$ cat config.mk
export PLATFORM = sky130hd
export DESIGN_NAME = periph_gpio_timer
export DESIGN_NICKNAME = d
export VERILOG_FILES = /design/src/rtl/periph_gpio_timer.sv
export SDC_FILE = /design/constraint.sdc
export NUM_CORES = 1
export LEC_CHECK = 0
export CAP_MARGIN = 0
export CORE_ASPECT_RATIO = 0.8
export CORE_MARGIN = 5
export CORE_UTILIZATION = 35
export DETAILED_ROUTE_END_ITERATION = 8
export PLACE_DENSITY_LB_ADDON = 0.08
export SYNTH_ARGS = -nofsm -noshare
export SYNTH_HDL_FRONTEND = slang
export SYNTH_SLANG_ARGS = --single-unit
$ cat constraint.sdc
create_clock -name clk -period 3.4 [get_ports clk]
set_input_delay 0.68 -clock clk [delete_from_list [all_inputs] [get_ports clk]]
set_output_delay 0.68 -clock clk [all_outputs]
set_load 0.05 [all_outputs]
$ cat src/rtl/periph_gpio_timer.sv
// LED / debounced-button / compare-timer peripheral; reads return one cycle after the command, no wait states.
// Define PERIPH_TIMER_EN to build the timer (offsets 0x03-0x05); otherwise those offsets read 0 and timer_irq is 0.
module periph_gpio_timer #(
  parameter int   NUM_LEDS        = 3,
  parameter int   NUM_BUTTONS     = 1,
  parameter int   DEBOUNCE_CYCLES = 50000,
  parameter int   TIMER_WIDTH     = 32,
  parameter logic SIM_FLAG        = 1'b0
) (
  input  logic                   clk,
  input  logic                   reset,
  input  logic                   sel,
  input  logic                   wr,
  input  logic [5:0]             addr,
  input  logic [31:0]            wdata,
  output logic                   rsp_valid,
  output logic [31:0]            rdata,
  output logic [NUM_LEDS-1:0]    led_n,
  input  logic [NUM_BUTTONS-1:0] button,
  output logic                   timer_irq
);

  logic                   w_wr;
  logic                   w_wr_led;
  logic                   w_wr_evt;
  logic [31:0]            w_rd_data;
  logic [31:0]            w_timer_rd;
  logic [NUM_BUTTONS-1:0] w_stable;
  logic                   w_unused;

  logic [NUM_LEDS-1:0]    r_led;
  logic [NUM_BUTTONS-1:0] r_sync1;
  logic [NUM_BUTTONS-1:0] r_sync2;
  logic [NUM_BUTTONS-1:0] r_stable_d;
  logic [NUM_BUTTONS-1:0] r_btn_evt;
  logic                   r_rsp_valid;
  logic [31:0]            r_rdata;

  assign w_wr     = sel & wr;
  assign w_wr_led = w_wr && (addr == 6'h00);
  assign w_wr_evt = w_wr && (addr == 6'h02);

  assign led_n     = ~r_led;
  assign rsp_valid = r_rsp_valid;
  assign rdata     = r_rdata;

  always_ff @(posedge clk or posedge reset) begin
    if (reset) begin
      r_led <= '0;
    end else if (w_wr_led) begin
      r_led <= wdata[NUM_LEDS-1:0];
    end
  end

  always_ff @(posedge clk or posedge reset) begin
    if (reset) begin
      r_sync1 <= '0;
      r_sync2 <= '0;
    end else begin
      r_sync1 <= button;
      r_sync2 <= r_sync1;
    end
  end

  generate
    if (DEBOUNCE_CYCLES == 0) begin : g_db_bypass
      assign w_stable = r_sync2;
    end else begin : g_db
      localparam int DB_W = (DEBOUNCE_CYCLES > 1) ? $clog2(DEBOUNCE_CYCLES) : 1;
      localparam logic [DB_W-1:0] DB_MAX = DB_W'(DEBOUNCE_CYCLES - 1);

      logic [NUM_BUTTONS-1:0] r_stable;
      logic [DB_W-1:0]        r_db_cnt [NUM_BUTTONS];

      // A change is accepted only after DEBOUNCE_CYCLES consecutive disagreeing samples.
      always_ff @(posedge clk or posedge reset) begin
        if (reset) begin
          r_stable <= '0;
          for (int i = 0; i < NUM_BUTTONS; i++) begin
            r_db_cnt[i] <= '0;
          end
        end else begin
          for (int i = 0; i < NUM_BUTTONS; i++) begin
            if (r_sync2[i] != r_stable[i]) begin
              if (r_db_cnt[i] == DB_MAX) begin
                r_stable[i] <= r_sync2[i];
                r_db_cnt[i] <= '0;
              end else begin
                r_db_cnt[i] <= r_db_cnt[i] + DB_W'(1);
              end
            end else begin
              r_db_cnt[i] <= '0;
            end
          end
        end
      end

      assign w_stable = r_stable;
    end
  endgenerate

  // A new press wins over a same-cycle W1C so no press is lost.
  always_ff @(posedge clk or posedge reset) begin
    if (reset) begin
      r_stable_d <= '0;
      r_btn_evt  <= '0;
    end else begin
      r_stable_d <= w_stable;
      r_btn_evt  <= (r_btn_evt & ~(w_wr_evt ? wdata[NUM_BUTTONS-1:0] : '0))
                  | (w_stable & ~r_stable_d);
    end
  end

`ifdef PERIPH_TIMER_EN
  logic                   w_wr_cnt;
  logic                   w_wr_cmp;
  logic                   w_wr_ctrl;
  logic                   w_match;
  logic                   w_cnt_run;
  logic                   w_pending_nxt;
  logic                   w_irq_en_nxt;

  logic [TIMER_WIDTH-1:0] r_count;
  logic [TIMER_WIDTH-1:0] r_cmp;
  logic                   r_en;
  logic                   r_irq_en;
  logic                   r_auto_clr;
  logic                   r_pending;
  logic                   r_irq;

  assign w_wr_cnt  = w_wr && (addr == 6'h03);
  assign w_wr_cmp  = w_wr && (addr == 6'h04);
  assign w_wr_ctrl = w_wr && (addr == 6'h05);

  // Match uses the pre-write count; a write clearing EN also suppresses this cycle's increment.
  assign w_match       = r_en && (r_count == r_cmp);
  assign w_cnt_run     = r_en & ~(w_wr_ctrl & ~wdata[0]);
  assign w_pending_nxt = (r_pending & ~(w_wr_ctrl & wdata[8])) | w_match;
  assign w_irq_en_nxt  = w_wr_ctrl ? wdata[1] : r_irq_en;

  always_ff @(posedge clk or posedge reset) begin
    if (reset) begin
      r_count    <= '0;
      r_cmp      <= '0;
      r_en       <= 1'b0;
      r_irq_en   <= 1'b0;
      r_auto_clr <= 1'b0;
      r_pending  <= 1'b0;
      r_irq      <= 1'b0;
    end else begin
      if (w_wr_cnt) begin
        r_count <= wdata[TIMER_WIDTH-1:0];
      end else if (w_cnt_run) begin
        r_count <= (w_match && r_auto_clr) ? '0 : r_count + TIMER_WIDTH'(1);
      end
      if (w_wr_cmp) begin
        r_cmp <= wdata[TIMER_WIDTH-1:0];
      end
      if (w_wr_ctrl) begin
        r_en       <= wdata[0];
        r_irq_en   <= wdata[1];
        r_auto_clr <= wdata[2];
      end
      r_pending <= w_pending_nxt;
      r_irq     <= w_pending_nxt & w_irq_en_nxt;
    end
  end

  always_comb begin
    w_timer_rd = '0;
    case (addr)
      6'h03:   w_timer_rd = 32'(r_count);
      6'h04:   w_timer_rd = 32'(r_cmp);
      6'h05:   w_timer_rd = {23'b0, r_pending, 5'b0, r_auto_clr, r_irq_en, r_en};
      default: w_timer_rd = '0;
    endcase
  end

  assign timer_irq = r_irq;
`else
  assign w_timer_rd = '0;
  assign timer_irq  = 1'b0;
`endif

  always_comb begin
    w_rd_data = '0;
    case (addr)
      6'h00: w_rd_data[NUM_LEDS-1:0] = r_led;
      6'h01: begin
        w_rd_data[NUM_BUTTONS-1:0] = w_stable;
        w_rd_data[31]              = SIM_FLAG;
      end
      6'h02: w_rd_data[NUM_BUTTONS-1:0] = r_btn_evt;
      6'h03, 6'h04, 6'h05: w_rd_data = w_timer_rd;
      default: w_rd_data = '0;
    endcase
  end

  always_ff @(posedge clk or posedge reset) begin
    if (reset) begin
      r_rsp_valid <= 1'b0;
      r_rdata     <= '0;
    end else begin
      r_rsp_valid <= sel & ~wr;
      if (sel && !wr) begin
        r_rdata <= w_rd_data;
      end
    end
  end

  assign w_unused = ^{wdata, TIMER_WIDTH[0]};

endmodule

Yosys cells after proc, flatten, opt, wreduce, memory -nomap -nowiden. Index checks and enable logic that the tools add are counted.

Logic and storage cells: 34. Register bits: 28. Input port bits: 43. Output and inout bits: 37.

Reductions and logical operators: 6. Bitwise logic cells: 9. $add $sub $neg: 1. Equality and inequality tests: 4. Muxes and demuxes: 5.

Operators with widths (count): $mux 16 (2); $add 16x1->16 const B (1); $eq 16x16->1 const B (1); $eq 6x1->1 const B (1); $eq 6x2->1 const B (1); $logic_not 6->1 (1); $and 1x1->1 (4); $logic_and 1x1->1 (3); $not 1->1 (3); $not 3->3 (1); $pmux 1 s3 (1); $mux 2 (1); $reduce_and 2->1 (1); $logic_not 1->1 (1); $mux 1 (1); $ne 1x1->1 (1); $or 1x1->1 (1).

Depth between registers and ports, before layout.
Depth in word-level cells: 6. Depth in mapped cells: 6. Gate-level depth less buffers: 5.

Worst setup path before layout. No wires, ideal clock.

Kind: in2reg. From: in addr[3]. To: reg r_led[0]. Cell stages on the path: 4. Slack: 1.378 ns. Data required time: 3.275 ns. Setup time: 0.125 ns. Arrival: 1.897 ns. Path through: or4_4 nor3_2 and3_4 mux2_4.

Longest elaborated chain between the ends: 2.

Ends and longest elaborated chain: start: declaration (line 14) `input logic [5:0] addr,`; $logic_not 6->1 (line 40) `assign w_wr_led = w_wr && (addr == 6'h00);`; $logic_and 1x1->1 (line 40); end signal: assignment (line 51) `r_led <= wdata[NUM_LEDS-1:0];`; end: declaration (line 31) `logic [NUM_LEDS-1:0] r_led;`.

No other way between the ends. A chain may end at the register's enable or synchronous reset.

Worst setup path in the final report.
From: in addr[3]. To: reg r_led[1].

Same word-level chain as after synthesis.

==> summary.md <==
The run finished with clean final reports. The tools report the endpoint of the most critical register-to-register path as g_db.r_db_cnt[10]. STA classifies the critical path endpoint as a flop. Sequential cells were found to cover 46.17% of the synthesized design area. The worst pin sits at a relative slew slack of 65.53%. The total count of max-transition violations in the final report came out at 0.

Across the run, the number of max-cap violations was 0. Among all stages on the critical path, the largest delay is contributed by or4_4. The switching part of the total is 28.51%, and the total routing resource utilization after global routing is 10.15%. The number of resized instances in the post-cts repair step came out at 0. Timing would allow up to 0.4396 GHz. Each instance of the synthesized netlist takes up on average 9.920 um^2. The tools report the category of the worst setup path launch point as an input port. Setup repair after global routing left no endpoint under its margin. In this run, placement finished with an instance count of 229. The biggest area contributor in the post-synthesis netlist is dfrtp_1.

Summed over all cells, the static leakage comes to 0.7531 nW. The repair_antennas step left the layout with diodes totalling 0. For the number of clock sinks, the log shows 28. The number of buffers inserted for hold repair after clock tree synthesis was 0. The die covers 5762 um^2. The count of placed standard cells in the final layout, fillers left out was 233; the first-pass detailed-route iteration total was 4.

Row generation in the floorplan step produced 21 rows. Once detail routing completed, the nets flagged for antenna violations numbered 0. The logs give 2.44 ns for the signal arrival time at the worst endpoint and 80 for the number of placed I/O pins.

Yosys mapped the design onto 30 distinct sky130hd cell types. In this design, the stage delay of the slowest critical-path cell is 0.56 ns. Yosys printed 0 warnings.

After layout, the design draws a total of 0.7399 mW. The worst register-to-register path has a setup slack of 1.70 ns. In this run the power spent charging and discharging nets is 0.2110 mW. The die is 83.63 um wide.

The transition time of the tightest slew-check pin is 0.5158 ns. After clock tree synthesis, the clock-pin slew on the worst setup and hold paths is 0.10 ns. The final layout contains 221 nets. Entering global routing, the biggest net connects 29 pins. The post-layout minimum cycle time works out to 2.275 ns.

TritonCTS built the clock tree. The first global-routing pass estimated 4698 um of wire. The share of the synthesized area in the top cell type was 46.17%; the cell area after synthesis was 1518 um^2.

Of the available clock period, the critical path in the final layout requires 66.91%. Number of stages on the worst hold path: 0. Leaving out fill and tap cells, the most frequent cells in the layout are conb_1, dfrtp_1, clkdlybuf4s50_1, nor2_1, xnor2_1.

The die span in y was 68.90 um; the share of power burned in registers was 47.1%. From synthesis to final layout, the design area changed by 15.09%. For this block, the initial DRC count from the detailed router was 37. For this configuration, the core starts out at a cell density of 36.33%. IR analysis of the VDD net gives a maximum drop of 0.2507 mV.

The routed layout has 1016 vias. In this run the worst setup path terminates at r_led[1]. Counting every instance in the synthesized netlist gives 153.

The run gives 4178 um^2 as the placeable core region. The clock network latency to the later pin of the worst-skew pair came out at 0.27 ns. The tools report the final hold violation count as 0.

After detailed routing, the number of vias per cell comes to 4.361. The tools report the root buffer cell as clkbuf_8. The setup TNS came out at 0 ns.

The path class of the tightest hold or removal check is reg -> reg. At the end of routability-driven placement, the weighted congestion stood at 0.7862. The leading cell type in the layout, fill and taps excluded is conb_1. Setup violations remaining at the end of the flow were counted as 0. The global-route congestion overflow total was 0. In this run the tool buffered the top-level ports with 20 buffer cells. The sum of routed wire length over all layers is 2711 um, and the mean routed wirelength per cell is 11.64 um. The logs give 954 for the number of global-route vias before repair and 1 for the maximum level of the CTS H-tree. For the share of power burned in combinational logic, the log shows 18.5%.

The tools report the clock network fraction of design power as 34.4%. The flip-flop and latch count after synthesis was 28. The launching instance or port of the critical path is addr[3]. The startpoint identified for the worst register-to-register timing path is g_db.r_db_cnt[0]. The tools report the number of setup buffers added after CTS as 0.

No sink is reached through more buffers than the 2 on the longest clock path. The biggest fanout along the worst timing path works out to 3. Cell internal power was estimated by the tool at 0.5289 mW. The tools report the post-detailed-route DRC marker count as 0. Data on the critical path is required at its endpoint by 3.57 ns.

The worst setup skew after layout is 0.01011 ns. The tools report the CTS buffer count as 3. The power per cell area was 423.6 nW/um^2. By area the synthesized netlist is led by dfrtp_1, buf_4, xnor2_1. The tools report the initial antenna violation count as 0. The worst register-to-register path has a depth of 5. Cells with a size suffix above 1 make up 6.818% of the layout.

Traced cell by cell, the critical path runs through clkdlybuf4s50_1, or4_4, nor3_2, and3_4, mux2_4. The worst setup path is of the in -> reg kind. Summed over all nets, the half-perimeter wirelength after detailed placement is 2128 um.
[per-stage QoR]
step           utilization [%]  hold slack, ns  instance area [um^2]  setup WS [ns]
2_1_floorplan                -          0.3312                  1627          1.378
3_3_place_gp             40.10          0.3391                  1675         0.8461
3_5_place_dp             40.10          0.3511                  1675         0.8287
4_1_cts                  41.81          0.3720                  1747          1.132
5_1_grt                  41.81          0.3747                  1747          1.103
6_report                 41.81          0.3663                  1747          1.125
[worst min path at each step]
stage,startpoint,end
floorplan,r_sync1,r_sync2
global placement,r_sync1,r_sync2
detailed placement,r_sync1,r_sync2
CTS,r_sync1,r_sync2
global route,r_sync1,r_sync2
finish,r_sync1,r_sync2
[synth_stat cells (all sizes together)]
library cell / count
a22o: 1
and3: 2
and4: 1
buf: 31
conb: 1
dfrtp: 28
ha: 1
inv: 10
mux2: 4
mux2i: 1
nand2: 8
nand2b: 1
nand3: 5
nand3b: 1
nand4: 7
nor2: 18
nor3: 6
nor3b: 1
nor4: 4
nor4b: 1
nor4bb: 1
o21ai: 3
o31ai: 1
or4: 1
xnor2: 13
xor2: 2
[power groups by stage]
stage / registers [mW] / clock network [mW] / logic, mW
final: 0.348 / 0.254 / 0.137
after global routing: 0.350 / 0.276 / 0.144
after CTS: 0.348 / 0.264 / 0.137
after detailed placement: 0.355 / 0 / 0.137
after global placement: 0.355 / 0 / 0.137
after floorplan: 0.356 / 0 / 0.131
[final cells by class]
cell class,instances,area (um^2)
tap,57,71.32
sequential,28,700.7
clock buffer,3,41.29
timing repair buffer,21,207.7
inverter,10,37.54
fill,411,2431
clock inverter,1,30.03
multi-input combinational,113,658.1
[flip-flops by register name, indices dropped and copies added, names as in the netlist]
register	flops
g_db.r_stable	1
rdata	3
rsp_valid	1
r_led	3
r_btn_evt	1
r_sync2	1
r_sync1	1
g_db.r_db_cnt	16
r_stable_d	1
[layer usage]
metal	vias up	global-route usage (%)	share of wire, %	routed length (um)
met5	-	0	0	0
li1	497	-	-	-
met3	2	2.969	9.1	248
met1	477	13.69	48	1288
met2	40	16.57	43	1162
met4	0	1.807	0.41	11
[critical path, delay by kind of cell]
family / cells / cell delay [ns]
AND/OR/NAND/NOR: 3 / 1.07
multiplexers: 1 / 0.30
buffers and inverters: 1 / 0.40
[cells by family after synthesis]
kind of cell / Yosys count / synth area share, %
fa+ha+maj: 1 / 0.8243
flops: 28 / 46.17
mux: 5 / 4.369
compound gates: 5 / 2.061
other cells: 1 / 0.2471
xor+xnor: 15 / 8.656
buf+inv: 41 / 17.64
simple gates: 57 / 20.03
Power figures use the tool's default switching activity.
